===== src/rtl/store_buffer_pkg.sv =====
// Shared widths and the memory-port select encoding for the store buffer slice.
// The datapath top and data_memory pick up AD_WD/DATA_WD from here as well.
package store_buffer_pkg;

    localparam int SB_AD_WD   = 16;
    localparam int SB_DATA_WD = 32;

    typedef enum logic [1:0] {
        PORT_LOAD  = 2'd0,
        PORT_DRAIN = 2'd1,
        PORT_IDLE  = 2'd2
    } port_sel_e;

endpackage


===== src/rtl/store_buffer_if.sv =====
// Datapath-side and data-memory-side signals of the store buffer.
// master = datapath + memory, slave = the store buffer itself.
interface store_buffer_if
    import store_buffer_pkg::*;
#(
    parameter int AD_WD   = SB_AD_WD,
    parameter int DATA_WD = SB_DATA_WD
);
    logic [AD_WD-1:0]   cpu_address;
    logic               cpu_read;
    logic               cpu_write;
    logic [DATA_WD-1:0] cpu_wdata;
    logic [DATA_WD-1:0] cpu_rdata;
    logic               stall;
    logic [AD_WD-1:0]   mem_address;
    logic               mem_write;
    logic [DATA_WD-1:0] mem_wdata;
    logic [DATA_WD-1:0] mem_rdata;

    modport master (
        output cpu_address, cpu_read, cpu_write, cpu_wdata, mem_rdata,
        input  cpu_rdata, stall, mem_address, mem_write, mem_wdata
    );

    modport slave (
        input  cpu_address, cpu_read, cpu_write, cpu_wdata, mem_rdata,
        output cpu_rdata, stall, mem_address, mem_write, mem_wdata
    );

endinterface


===== src/rtl/store_fifo.sv =====
// Circular store queue: entry storage, head/tail/count and per-entry valid bits.
// Every entry is exposed so the parent can forward pending stores to loads.
module store_fifo
    import store_buffer_pkg::*;
#(
    parameter int AD_WD   = SB_AD_WD,
    parameter int DATA_WD = SB_DATA_WD,
    parameter int DEPTH   = 4,
    localparam int PTR_WD = $clog2(DEPTH),
    localparam int CNT_WD = PTR_WD + 1
) (
    input  logic                            clk,
    input  logic                            reset,
    input  logic                            enq,
    input  logic [AD_WD-1:0]                enq_addr,
    input  logic [DATA_WD-1:0]              enq_data,
    input  logic                            deq,
    output logic [PTR_WD-1:0]               head,
    output logic [AD_WD-1:0]                head_addr,
    output logic [DATA_WD-1:0]              head_data,
    output logic [DEPTH-1:0]                entry_valid,
    output logic [DEPTH-1:0][AD_WD-1:0]     entry_addr,
    output logic [DEPTH-1:0][DATA_WD-1:0]   entry_data,
    output logic [CNT_WD-1:0]               count,
    output logic                            empty,
    output logic                            full
);
    logic [PTR_WD-1:0] head_reg;
    logic [PTR_WD-1:0] tail_reg;
    logic [CNT_WD-1:0] count_reg;
    logic              enq_ok;
    logic              deq_ok;

    assign empty  = (count_reg == '0);
    assign full   = (count_reg == CNT_WD'(DEPTH));
    // A full queue only takes a store in the same cycle its head leaves.
    assign enq_ok = enq && (!full || deq);
    assign deq_ok = deq && !empty;

    always_ff @(posedge clk) begin
        if (reset) begin
            head_reg  <= '0;
            tail_reg  <= '0;
            count_reg <= '0;
        end else begin
            if (deq_ok) head_reg <= head_reg + 1'b1;
            if (enq_ok) tail_reg <= tail_reg + 1'b1;
            case ({enq_ok, deq_ok})
                2'b10:   count_reg <= count_reg + 1'b1;
                2'b01:   count_reg <= count_reg - 1'b1;
                default: count_reg <= count_reg;
            endcase
        end
    end

    for (genvar gi = 0; gi < DEPTH; gi++) begin : g_entry
        logic               valid_reg;
        logic [AD_WD-1:0]   addr_reg;
        logic [DATA_WD-1:0] data_reg;
        logic               wr_here;
        logic               rd_here;

        assign wr_here = enq_ok && (tail_reg == PTR_WD'(gi));
        assign rd_here = deq_ok && (head_reg == PTR_WD'(gi));

        // Set wins over clear: a full queue refills the slot it drains.
        always_ff @(posedge clk) begin
            if (reset)        valid_reg <= 1'b0;
            else if (wr_here) valid_reg <= 1'b1;
            else if (rd_here) valid_reg <= 1'b0;
        end

        always_ff @(posedge clk) begin
            if (wr_here) begin
                addr_reg <= enq_addr;
                data_reg <= enq_data;
            end
        end

        assign entry_valid[gi] = valid_reg;
        assign entry_addr[gi]  = addr_reg;
        assign entry_data[gi]  = data_reg;
    end

    assign head      = head_reg;
    assign head_addr = entry_addr[head_reg];
    assign head_data = entry_data[head_reg];
    assign count     = count_reg;

endmodule


===== src/rtl/store_buffer.sv =====
// Store buffer between datapath and data memory: loads own the memory port,
// stores queue up and drain on load-free cycles, loads forward from the queue.
module store_buffer
    import store_buffer_pkg::*;
#(
    parameter int AD_WD   = SB_AD_WD,
    parameter int DATA_WD = SB_DATA_WD,
    parameter int DEPTH   = 4
) (
    input  logic                   clk,
    input  logic                   reset,
    store_buffer_if.slave          bus,
    output logic                   empty,
    output logic [$clog2(DEPTH):0] count
);
    localparam int PTR_WD = $clog2(DEPTH);

    logic                          full;
    logic                          enq;
    logic                          deq;
    logic                          stall_w;
    logic [PTR_WD-1:0]             head;
    logic [AD_WD-1:0]              head_addr;
    logic [DATA_WD-1:0]            head_data;
    logic [DEPTH-1:0]              entry_valid;
    logic [DEPTH-1:0][AD_WD-1:0]   entry_addr;
    logic [DEPTH-1:0][DATA_WD-1:0] entry_data;
    logic                          fwd_hit;
    logic [DATA_WD-1:0]            fwd_data;
    logic [PTR_WD-1:0]             idx;
    port_sel_e                     port_sel;

    assign stall_w = bus.cpu_write && full && bus.cpu_read;
    assign enq     = bus.cpu_write && !stall_w;
    assign deq     = !bus.cpu_read && !empty;

    store_fifo #(
        .AD_WD   (AD_WD),
        .DATA_WD (DATA_WD),
        .DEPTH   (DEPTH)
    ) u_fifo (
        .clk         (clk),
        .reset       (reset),
        .enq         (enq),
        .enq_addr    (bus.cpu_address),
        .enq_data    (bus.cpu_wdata),
        .deq         (deq),
        .head        (head),
        .head_addr   (head_addr),
        .head_data   (head_data),
        .entry_valid (entry_valid),
        .entry_addr  (entry_addr),
        .entry_data  (entry_data),
        .count       (count),
        .empty       (empty),
        .full        (full)
    );

    // Walk from oldest to youngest so the last match is the youngest store.
    always_comb begin
        fwd_hit  = 1'b0;
        fwd_data = '0;
        idx      = '0;
        for (int i = 0; i < DEPTH; i++) begin
            idx = head + PTR_WD'(i);
            if (entry_valid[idx] && (entry_addr[idx] == bus.cpu_address)) begin
                fwd_hit  = 1'b1;
                fwd_data = entry_data[idx];
            end
        end
    end

    always_comb begin
        port_sel = PORT_IDLE;
        if (bus.cpu_read)  port_sel = PORT_LOAD;
        else if (!empty)   port_sel = PORT_DRAIN;
    end

    assign bus.mem_write   = (port_sel == PORT_DRAIN);
    assign bus.mem_address = (port_sel == PORT_DRAIN) ? head_addr : bus.cpu_address;
    assign bus.mem_wdata   = head_data;
    assign bus.cpu_rdata   = fwd_hit ? fwd_data : bus.mem_rdata;
    assign bus.stall       = stall_w;

endmodule


===== src/flat_wrapper.sv =====
// flat-port wrapper written by rule: the top's interface ports become plain ports
module store_buffer_flat import store_buffer_pkg::*;
#(
    parameter int AD_WD   = SB_AD_WD,
    parameter int DATA_WD = SB_DATA_WD,
    parameter int DEPTH   = 4
)
  (clk, reset, empty, count, bus_cpu_address, bus_cpu_read, bus_cpu_write, bus_cpu_wdata, bus_mem_rdata, bus_cpu_rdata, bus_stall, bus_mem_address, bus_mem_write, bus_mem_wdata);
  store_buffer_if #(.AD_WD(AD_WD), .DATA_WD(DATA_WD)) bus_i ();
  input  logic clk;
  input  logic reset;
  output logic empty;
  output logic [$clog2(DEPTH):0] count;
  input wire logic [$bits(bus_i.cpu_address)-1:0] bus_cpu_address;
  input wire logic [$bits(bus_i.cpu_read)-1:0] bus_cpu_read;
  input wire logic [$bits(bus_i.cpu_write)-1:0] bus_cpu_write;
  input wire logic [$bits(bus_i.cpu_wdata)-1:0] bus_cpu_wdata;
  input wire logic [$bits(bus_i.mem_rdata)-1:0] bus_mem_rdata;
  output wire logic [$bits(bus_i.cpu_rdata)-1:0] bus_cpu_rdata;
  output wire logic [$bits(bus_i.stall)-1:0] bus_stall;
  output wire logic [$bits(bus_i.mem_address)-1:0] bus_mem_address;
  output wire logic [$bits(bus_i.mem_write)-1:0] bus_mem_write;
  output wire logic [$bits(bus_i.mem_wdata)-1:0] bus_mem_wdata;
  assign bus_i.cpu_address = bus_cpu_address;
  assign bus_i.cpu_read = bus_cpu_read;
  assign bus_i.cpu_write = bus_cpu_write;
  assign bus_i.cpu_wdata = bus_cpu_wdata;
  assign bus_i.mem_rdata = bus_mem_rdata;
  assign bus_cpu_rdata = bus_i.cpu_rdata;
  assign bus_stall = bus_i.stall;
  assign bus_mem_address = bus_i.mem_address;
  assign bus_mem_write = bus_i.mem_write;
  assign bus_mem_wdata = bus_i.mem_wdata;
  store_buffer #(.AD_WD(AD_WD), .DATA_WD(DATA_WD), .DEPTH(DEPTH)) u_core (.clk(clk), .reset(reset), .bus(bus_i), .empty(empty), .count(count));
endmodule

===== config.mk =====
export PLATFORM = sky130hd
export DESIGN_NAME = store_buffer_flat
export DESIGN_NICKNAME = d
export VERILOG_FILES = /design/src/rtl/store_buffer_pkg.sv /design/src/rtl/store_buffer_if.sv /design/src/rtl/store_fifo.sv /design/src/rtl/store_buffer.sv /design/src/flat_wrapper.sv
export SDC_FILE = /design/constraint.sdc
export NUM_CORES = 1
export LEC_CHECK = 0
export BUFFER_PORTS_ARGS = -buffer_cell sky130_fd_sc_hd__buf_2
export CAP_MARGIN = 10
export CORE_ASPECT_RATIO = 0.75
export CORE_MARGIN = 2
export CORE_UTILIZATION = 60
export CTS_CLUSTER_SIZE = 8
export DETAILED_ROUTE_END_ITERATION = 6
export PLACE_DENSITY = 0.78
export SYNTH_ARGS = -nofsm -noshare
export SYNTH_HDL_FRONTEND = slang
export SYNTH_SLANG_ARGS = --single-unit

===== constraint.sdc =====
create_clock -name clk -period 15.2 [get_ports clk]
set_input_delay 1.52 -clock clk [delete_from_list [all_inputs] [get_ports clk]]
set_output_delay 1.52 -clock clk [all_outputs]
set_load 0.005 [all_outputs]

==> flow_summary_export.csv, run 1 <==
group,metric,value,unit
critical_path,worst_r2r_path_depth,9,
grt,grt_pass1_wl,53100,µm
grt,use_met2,0.427,
logic_synthesis,ys.warnings.count,0,
finish,mostFrequentLayoutCells,"edfxtp_1 (192), buf_2 (169), nand2_1 (106), mux4_2 (86), mux2i_1 (82)",
cts,cts_buffers,29,
logic_synthesis,yosys-top-cells-area,"edfxtp_1 (43%), mux4_2 (14%), mux2i_1 (6.1%), mux2_2 (3.7%), a311oi_2 (3.3%)",
worst_hold_path,min_to,"u_core.u_fifo.g_entry[1].valid_reg$_SDFFE_PP0P_",
grt,grt.met3_usage,0.0536,
grt,first_global_vias,9353,
grt,busiest_layer,"met1",
critical_path,cp.arrival,6230,ps
cts,clk_latency,530,ps
finish,regArea,5990,µm²
floorplanning,die_y,134,µm
timing,slew_headroom,0.254,
cts,cts-resized-gates,0,
critical_path,critical_path_peak_fanout,93,
logic_synthesis,syn_nets,1152,
cts,cts_hold_buffers,0,
drt,via_count,9940,
placed_design,gp_congestion,0.855,
placed_design,place_inst,1426,
grt,grt-ovfl-total,0,
cts,cts_buffer_depth,3,
finish,nFillCells,1619,
power_and_ir_drop,finalPower,2210,µW
cts,post-cts-setup-buffer-count,0,
logic_synthesis,syn_avg_cell_area,12.8,µm²
cts,cts_tree,"yes",
drt,wl_per_cell,23.4,µm
critical_path,crit_type,"register to primary output",
flow_run,max_cap_viol_count,0,
finish,final_common_cell,"edfxtp_1",
cts,cts_sinks,203,
grt,grt_start_max_net_pins,162,
timing,grt_setup_unrepaired,"no",
cts,clk_pin_slew,50,ps
timing,fmax,0.129,GHz
grt,use_met1,0.436,
placed_design,dp_hpwl,21100,µm
grt,antenna_found_initial,3,
drt,vias_per_cell,6.76,
worst_hold_path,min_from,"u_core.u_fifo.g_entry[1].valid_reg$_SDFFE_PP0P_",
logic_synthesis,synth_top_area_frac,0.426,
worst_hold_path,hold_class,"register to register",
floorplanning,num_io_pins,170,
timing,setup_viol_count_final,0,
finish,largest_reg_flops,128,
timing,worst_slew_pin_slew,1120,ps
critical_path,reg2reg_from,"u_core.u_fifo.count[0]$_SDFFE_PP0P_",
logic_synthesis,syn-instance-count,1058,
power_and_ir_drop,p_leak,0.00494,µW
floorplanning,die_x,177,µm
finish,multi_input_area,6950,µm²
timing,tns,0,ps
cts,htreeDepth,1,
timing,finalCritPeriodShare,0.510,
logic_synthesis,synth_area,13500,µm²
floorplanning,rows,47,
drt,routed_wl,34400,µm
floorplanning,die_area,23800,µm²
outcome,status,"complete, no violations",
finish,instances_no_fill,1471,
logic_synthesis,yosys.area.top_type,"edfxtp_1",
critical_path,r2r_end,"u_core.u_fifo.count[2]$_SDFFE_PP0P_",
timing,hold_viol_final,0,
critical_path,endpoint_kind,"primary output",
grt,grt.total_usage,0.285,
drt,antenna_left,0,
timing,finalMaxSlewViolations,0,
worst_hold_path,min_path_cells,2,
cts,clockRootBuffer,"clkbuf_16",
logic_synthesis,synth-seq-cells,203,
timing,skew,22.4,ps
drt,dr.pass1.iters,5,
floorplanning,core,22100,µm²
critical_path,required,13680,ps
floorplanning,start_util,0.612,
critical_path,rrSetupSlack,12250,ps
power_and_ir_drop,p_per_area,146,nW/µm²
critical_path,start_kind,"register",
drt,drc,0,
finish,syn_to_final_growth,11.7,%
logic_synthesis,synth_cell_type_count,52,
timing,min_period,7750,ps
logic_synthesis,yosysSeqAreaShare,0.442,
finish,layout-drive-gt1-share,0.333,
power_and_ir_drop,peakVddDrop,0.000128,V
drt,drtIter0Drc,1017,
finish,finalNetCount,1257,
placed_design,port_buffers,169,
[where the power goes]
group | internal [µW] | switching [µW]
registers | 664 | 56.6
logic | 423 | 503
clock network | 342 | 219
[metrics by stage]
step	setup slack (ps)	cell area, µm²	util	hold WS (ps)
2_1_floorplan	9070	13500	-	472
3_3_place_gp	8180	14300	0.648	491
3_5_place_dp	8060	14300	0.648	513
4_1_cts	7480	15100	0.683	525
5_1_grt	7100	15100	0.683	553
6_report	7450	15100	0.683	525
[worst max-delay path by stage]
stage	start	endpoint	slack (ps)	cells after the start
after floorplan	u_core.u_fifo.head[0]$_SDFFE_PP0P_	bus_cpu_rdata[22]	9070	21
after global placement	u_core.u_fifo.head[0]$_SDFFE_PP0P_	bus_cpu_rdata[1]	8180	13
after detailed placement	u_core.u_fifo.head[0]$_SDFFE_PP0P_	bus_cpu_rdata[1]	8060	13
after CTS	u_core.u_fifo.head[0]$_SDFFE_PP0P_	bus_cpu_rdata[1]	7480	13
after global routing	u_core.u_fifo.head[0]$_SDFFE_PP0P_	bus_cpu_rdata[23]	7100	14
final	u_core.u_fifo.head[0]$_SDFFE_PP0P_	bus_cpu_rdata[3]	7450	13
[per-layer routing]
| metal | vias to the layer above | part of all wire |
|---|---|---|
| li1 | 4416 | - |
| met1 | 4952 | 0.43 |
| met2 | 525 | 0.46 |
| met3 | 47 | 0.099 |
| met4 | 0 | 0.020 |
| met5 | - | 0 |
[worst max-delay path, stage by stage (launching register included)]
cell and delay [ps]:
dfxtp_4 860, inv_1 220, ha_4 310, buf_4 770
mux4_2 620, xnor2_1 220, nand2_1 90, a2111o_1 360
buf_4 270, or3_2 930, a311oi_2 500, o311ai_1 140
o21a_1 150, buf_2 120
[Yosys cell counts, drive strengths merged]
cell	number
nand3	5
nand2	106
a31oi	2
o22ai	3
nand4	7
a21oi	10
fa	1
and2	5
mux2	50
edfxtp	192
or4	1
xnor2	41
ha	9
o2111a	1
o21ai	46
and4	3
a2111oi	2
o311ai	32
nor4	39
a2111o	1
o21a	32
buf	65
mux4	92
nor2	54
clkbuf	45
a22oi	1
mux2i	82
a311oi	32
o2111ai	1
a211oi	1
o31ai	1
or3	5
or2	1
xor2	31
nor3	3
dfxtp	11
o211ai	33
nor2b	1
inv	11
[cell families (layout without fill, tap and decap cells)]
logic type | after synthesis | count (layout) | share of synthesized area
simple gates | 230 | 230 | 0.0771
mux | 224 | 224 | 0.257
flops | 203 | 203 | 0.442
compound gates | 198 | 198 | 0.121
buf+inv | 121 | 236 | 0.0464
xor+xnor | 72 | 72 | 0.0466
fa+ha+maj | 10 | 10 | 0.00980
other cells | 0 | 4 | 0
[layout make-up]
class | instances | area share
inverter | 11 | 0.00273
multi-input combinational | 734 | 0.460
clock buffer | 40 | 0.0508
tap | 294 | 0.0243
antenna | 4 | 0.000662
sequential | 203 | 0.397
timing repair buffer | 184 | 0.0643
clock inverter | 1 | 0.000497
Power figures use the tool's default switching activity.
==> inputs of run 2 (changes only) <==
- CORE_UTILIZATION: 60 -> 54
- PLACE_DENSITY: 0.78 -> 0.74
- clock period: 15.2 -> 7.06 ns (I/O delays scaled with it)
==> flow_summary_export.csv, run 2 (synthesis gave the netlist of run 1 again) <==
group,metric,value,unit
outcome,status,"complete, no violations",
floorplanning,start_util,0.546,
cts,post-cts-setup-buffer-count,0,
critical_path,cp.depth,12,
timing,worst_slew_pin_slew,1260,ps
critical_path,crit_family,"simple AND/OR/NAND/NOR gates",
power_and_ir_drop,p_switching,1690,µW
cts,htreeDepth,1,
timing,setup_viol_count_final,0,
floorplanning,die_x,187,µm
finish,finalNetCount,1262,
power_and_ir_drop,p_per_area,314,nW/µm²
finish,mostFrequentLayoutCells,"edfxtp_1 (192), buf_2 (169), nand2_1 (106), mux4_2 (86), mux2i_1 (82)",
worst_hold_path,min_path_cells,1,
floorplanning,die_y,141,µm
critical_path,start_kind,"register",
critical_path,cp.arrival,5560,ps
power_and_ir_drop,p_leak,0.00497,µW
cts,clk_latency,550,ps
critical_path,cp_slowest_stage_delay,1000,ps
power_and_ir_drop,pwr-share-clk,0.255,
floorplanning,rows,50,
cts,clockRootBuffer,"clkbuf_16",
critical_path,worst_r2r_path_depth,9,
timing,hold_viol_final,0,
timing,grt_setup_unrepaired,"no",
timing,slew_headroom,0.158,
cts,cts_buffers,29,
timing,tns,0,ps
grt,grt_pass1_wl,54500,µm
critical_path,crit_chain,"inv_1 -> ha_4 -> buf_4 -> mux4_2 -> xor2_1 -> or3_1 -> buf_4 -> or3_2 -> a311oi_2 -> o311ai_1 -> o21a_1 -> buf_2",
finish,largest_reg_flops,128,
worst_hold_path,hold_class,"input port to register",
critical_path,crit_top_cell,"buf_4",
floorplanning,die_area,26400,µm²
grt,antenna_found_initial,4,
finish,layout-drive-gt1-share,0.337,
drt,routed_wl,34700,µm
drt,drtIter0Drc,1078,
critical_path,cpMaxStageDelayCell,"or3_2",
timing,skew,18.5,ps
cts,cts_hold_buffers,0,
grt,first_global_vias,9574,
critical_path,required,6350,ps
power_and_ir_drop,p_sw_frac,0.353,
grt,grt.total_usage,0.261,
power_and_ir_drop,p_seq_frac,0.321,
critical_path,crit_buf_inv,4,
drt,drc,0,
finish,fin_util,0.614,
grt,grt-ovfl-total,0,
cts,clk_pin_slew,50,ps
cts,cts_buffer_depth,3,
power_and_ir_drop,peakVddDrop,0.000354,V
drt,via_count,9896,
timing,fmax,0.159,GHz
power_and_ir_drop,p_comb_frac,0.425,
cts,cts_tree,"yes",
drt,antenna_left,0,
finish,final_common_cell,"edfxtp_1",
cts,cts-resized-gates,0,
critical_path,crit_type,"register to primary output",
floorplanning,num_io_pins,170,
timing,min_period,6270,ps
power_and_ir_drop,intPower,3090,µW
grt,grt_start_max_net_pins,170,
finish,syn_to_final_growth,12.5,%
placed_design,port_buffers,169,
critical_path,endpoint_kind,"primary output",
placed_design,dp_hpwl,21700,µm
floorplanning,core,24800,µm²
drt,wl_per_cell,22.8,µm
drt,dr.pass1.iters,6,
critical_path,critical_path_peak_fanout,40,
drt,vias_per_cell,6.51,
flow_run,max_cap_viol_count,0,
timing,finalMaxSlewViolations,0,
cts,cts_sinks,203,
placed_design,gp_congestion,0.852,
timing,finalCritPeriodShare,0.888,
==> run 2: changes by cell type in the layout (fill, tap and decap cells not counted) <==
| cell | before | now |
|---|---|---|
| buf_12 | 1 | 2 |
| buf_4 | 14 | 18 |
| clkbuf_1 | 11 | 10 |
| inv_6 | 0 | 1 |
==> run 2: final timing paths <==
path                                                                 startpoint  slack, ps                                               to
worst max-delay path                         u_core.u_fifo.head[0]$_SDFFE_PP0P_        790                                bus_cpu_rdata[12]
worst min-delay path                                          bus_cpu_wdata[15]        380  u_core.u_fifo.g_entry[1].data_reg[15]$_DFFE_PP_
worst max register to register              u_core.u_fifo.count[0]$_SDFFE_PP0P_       4130              u_core.u_fifo.count[2]$_SDFFE_PP0P_
worst min register to register  u_core.u_fifo.g_entry[0].valid_reg$_SDFFE_PP0P_        520  u_core.u_fifo.g_entry[0].valid_reg$_SDFFE_PP0P_
==> run 2: area by class of cell <==
class | count | area, µm²
clock buffer | 39 | 763
timing repair buffer | 189 | 1020
antenna | 4 | 10.0
inverter | 11 | 41.3
multi-input combinational | 734 | 6950
tap | 338 | 423
fill | 1952 | 9550
sequential | 203 | 5990
clock inverter | 2 | 16.3
==> run 2: per-layer routing <==
metal	wire length, µm	up-vias	GRT usage	share of wire
li1	-	4416	-	-
met1	15200	4968	0.376	0.44
met4	574	0	0.0576	0.017
met2	15900	458	0.411	0.46
met3	3050	54	0.0528	0.088
met5	0	-	0	0
==> run 2: stage by stage <==
stage	cells	hold WS (ps)	instance area, µm²	setup slack [ps]	power (µW)
after floorplan	1058	472	13500	1740	3100
after global placement	1475	495	14400	1430	3530
after detailed placement	1475	504	14400	1320	3570
after CTS	1516	368	15200	757	4790
after global routing	1516	373	15200	431	5020
final	1520	381	15200	790	4780
==> run 2: power groups by stage <==
stage	logic, µW	clock network (µW)	registers [µW]
5_1_grt	2190	1280	1550
3_3_place_gp	1980	0	1540
4_1_cts	2030	1230	1530
2_1_floorplan	1610	0	1490
6_report	2030	1220	1530
3_5_place_dp	2010	0	1550
==> inputs of run 3 (changes only) <==
- ABC_AREA: unset -> 1
==> flow_summary_export.csv, run 3 <==
group,metric,value,unit
outcome,status,"complete, no violations",
flow_run,max_cap_viol_count,0,
power_and_ir_drop,p_per_area,329,nW/µm²
grt,grt.total_usage,0.269,
logic_synthesis,syn-instance-count,1759,
drt,drc,0,
logic_synthesis,synth_compound_area_frac,0.0576,
timing,slew_headroom,0.0931,
logic_synthesis,synth_top_flop_cell,"edfxtp_1",
timing,finalMaxSlewViolations,0,
logic_synthesis,yosys.area_share.adder,0.00959,
cts,cts_buffer_depth,3,
grt,first_global_vias,11300,
cts,cts_buffers,29,
finish,final_common_cell,"nand2_1",
grt,antenna_found_initial,4,
drt,antenna_left,0,
logic_synthesis,yosys-top-cells-count,"nand2_1 (588), nor2_1 (199), nand3_1 (193)",
timing,grt_setup_unrepaired,"no",
critical_path,cp.arrival,4700,ps
power_and_ir_drop,pwr-share-clk,0.245,
grt,grt_pass1_wl,58000,µm
logic_synthesis,yosys-top-cells-area,"edfxtp_1 (42%), nand2_1 (16%), mux2i_1 (12%), nand3_1 (7.0%), nor2_1 (5.4%)",
critical_path,endpoint_kind,"primary output",
drt,routed_wl,36800,µm
finish,fin_util,0.618,
finish,largest_reg_flops,128,
drt,via_count,12500,
floorplanning,die_x,189,µm
grt,grt_start_max_net_pins,208,
drt,wl_per_cell,16.5,µm
cts,post-cts-setup-buffer-count,0,
floorplanning,die_area,26900,µm²
logic_synthesis,synth-seq-cells,203,
placed_design,gp_congestion,0.935,
drt,drtIter0Drc,1193,
power_and_ir_drop,peakVddDrop,0.000298,V
finish,layout-drive-gt1-share,0.131,
critical_path,crit_type,"register to primary output",
logic_synthesis,synth-xor-area-share,0.00760,
placed_design,dpl_cell_area,14700,µm²
logic_synthesis,muxShareOfSynthArea,0.117,
cts,clockRootBuffer,"clkbuf_16",
timing,worst_slew_pin_slew,1360,ps
timing,fmax,0.185,GHz
finish,syn_to_final_growth,12.1,%
critical_path,critical_path_peak_fanout,63,
critical_path,worst_r2r_path_depth,10,
cts,clk_latency,530,ps
logic_synthesis,synth_top_area_frac,0.417,
cts,clk_pin_slew,50,ps
finish,finalNetCount,1964,
logic_synthesis,synthArstFlopShare,0,
cts,cts_sinks,203,
drt,dr.pass1.iters,5,
logic_synthesis,synth_cell_type_count,34,
logic_synthesis,syn_avg_cell_area,7.86,µm²
timing,min_period,5400,ps
timing,skew,8.70,ps
logic_synthesis,synth_most_common_cell,"nand2_1",
cts,cts-resized-gates,0,
floorplanning,rows,50,
logic_synthesis,synth_top_family_by_area,"simple AND/OR/NAND/NOR gates",
critical_path,rrSetupSlack,4280,ps
critical_path,start_kind,"register",
floorplanning,core,25100,µm²
logic_synthesis,yosysSeqAreaShare,0.433,
finish,mostFrequentLayoutCells,"nand2_1 (588), nor2_1 (199), edfxtp_1 (192), nand3_1 (191), buf_2 (169)",
power_and_ir_drop,p_sw_frac,0.411,
critical_path,required,6350,ps
timing,hold_viol_final,0,
placed_design,dp_hpwl,24000,µm
grt,grt-ovfl-total,0,
cts,htreeDepth,1,
power_and_ir_drop,intPower,3000,µW
timing,tns,0,ps
finish,stdcell_area,15500,µm²
cts,cts_hold_buffers,0,
timing,hold_ws,386,ps
power_and_ir_drop,p_switching,2100,µW
power_and_ir_drop,p_comb_frac,0.466,
timing,finalCritPeriodShare,0.765,
worst_hold_path,min_path_cells,1,
drt,vias_per_cell,5.61,
power_and_ir_drop,p_seq_frac,0.289,
logic_synthesis,syn_nets,1853,
worst_hold_path,min_to,"u_core.u_fifo.g_entry[3].data_reg[25]$_DFFE_PP_",
critical_path,reg2reg_from,"u_core.u_fifo.count[1]$_SDFFE_PP0P_",
worst_hold_path,hold_class,"input port to register",
floorplanning,num_io_pins,170,
power_and_ir_drop,p_leak,0.00696,µW
cts,cts_tree,"yes",
floorplanning,start_util,0.551,
placed_design,port_buffers,169,
critical_path,r2r_end,"u_core.u_fifo.g_entry[2].addr_reg[7]$_DFFE_PP_",
floorplanning,die_y,143,µm
worst_hold_path,min_from,"bus_cpu_wdata[25]",
logic_synthesis,synth_edf_count,192,
logic_synthesis,synth_area,13800,µm²
logic_synthesis,yosys.area.top_type,"edfxtp_1",
logic_synthesis,synth-simple-area-share,0.303,
logic_synthesis,ys.warnings.count,0,
timing,setup_viol_count_final,0,
run 3: cell types whose count changed after synthesis, moves of 37 or more:
cell	previous run	this run
nor2_1	54	199
xnor2_1	41	0
mux2i_1	82	161
nand2_1	106	588
nand3_1	5	193
inv_1	10	112
mux2_2	45	0
nor4_1	38	1
mux4_2	86	0
run 3: how the worst max path moves through the flow:
stage               slack (ps)  depth (start not counted)                                from           endpoint
floorplan                 3270                         21  u_core.u_fifo.head[1]$_SDFFE_PP0P_  bus_cpu_rdata[30]
global placement          2360                         17  u_core.u_fifo.head[1]$_SDFFE_PP0P_  bus_cpu_rdata[11]
detailed placement        2270                         17  u_core.u_fifo.head[1]$_SDFFE_PP0P_  bus_cpu_rdata[18]
CTS                       1710                         17  u_core.u_fifo.head[1]$_SDFFE_PP0P_  bus_cpu_rdata[18]
global route              1250                         17  u_core.u_fifo.head[1]$_SDFFE_PP0P_  bus_cpu_rdata[18]
finish                    1660                         17  u_core.u_fifo.head[1]$_SDFFE_PP0P_  bus_cpu_rdata[18]
run 3: per-stage QoR:
stage	std cells	setup WS (ps)	power (µW)
floorplan	1759	3270	3220
global placement	2177	2360	3780
detailed placement	2177	2270	3830
CTS	2219	1710	5080
global route	2221	1250	5440
finish	2222	1660	5100
run 3: power groups by stage:
stage                     combinational [µW]  sequential (µW)  clock [µW]
final                                   2380             1470        1250
after global routing                    2640             1480        1320
after CTS                               2350             1470        1260
after detailed placement                2340             1490           0
after global placement                  2290             1490           0
after floorplan                         1760             1470           0
run 3: cell families (layout without fill, tap and decap cells):
family	after synthesis	count (layout)
and+or+nand+nor	1025	1025
xor gates and xnor gates	12	12
DFF	203	203
other	0	3
adders and majority gates	10	10
muxes	161	161
buffers and inverters	222	344
AOI/OAI and AO/OA	126	126
run 3: layout make-up:
class | instances | area (µm²)
Tap cell | 338 | 423
Clock inverter | 1 | 30.0
Clock buffer | 41 | 771
Inverter | 117 | 439
Antenna cell | 3 | 7.51
Fill cell | 2147 | 9590
Timing Repair Buffer | 185 | 978
Sequential cell | 203 | 5990
Multi-Input combinational cell | 1334 | 6860
run 3: worst max-delay path, stage by stage, from the launching register on:
cell and delay (ps):
dfxtp_4 570, inv_2 100, ha_4 370, inv_2 610
nand3_1 200, nand3_1 150, nand2_1 90, nor2_1 100
nand2_1 50, nor2_1 120, nand3_2 480, o21ai_1 400
nor2_4 60, buf_4 320, nor2_1 220, nand2_1 80
nand2_1 50, buf_2 100
run 3: layer usage:
layer | vias to the layer above | track usage | share of wire
met3 | 74 | 0.0422 | 0.082
met5 | - | 0 | 0.00082
met1 | 5791 | 0.379 | 0.45
met4 | 4 | 0.0818 | 0.022
li1 | 6105 | - | -
met2 | 491 | 0.430 | 0.45
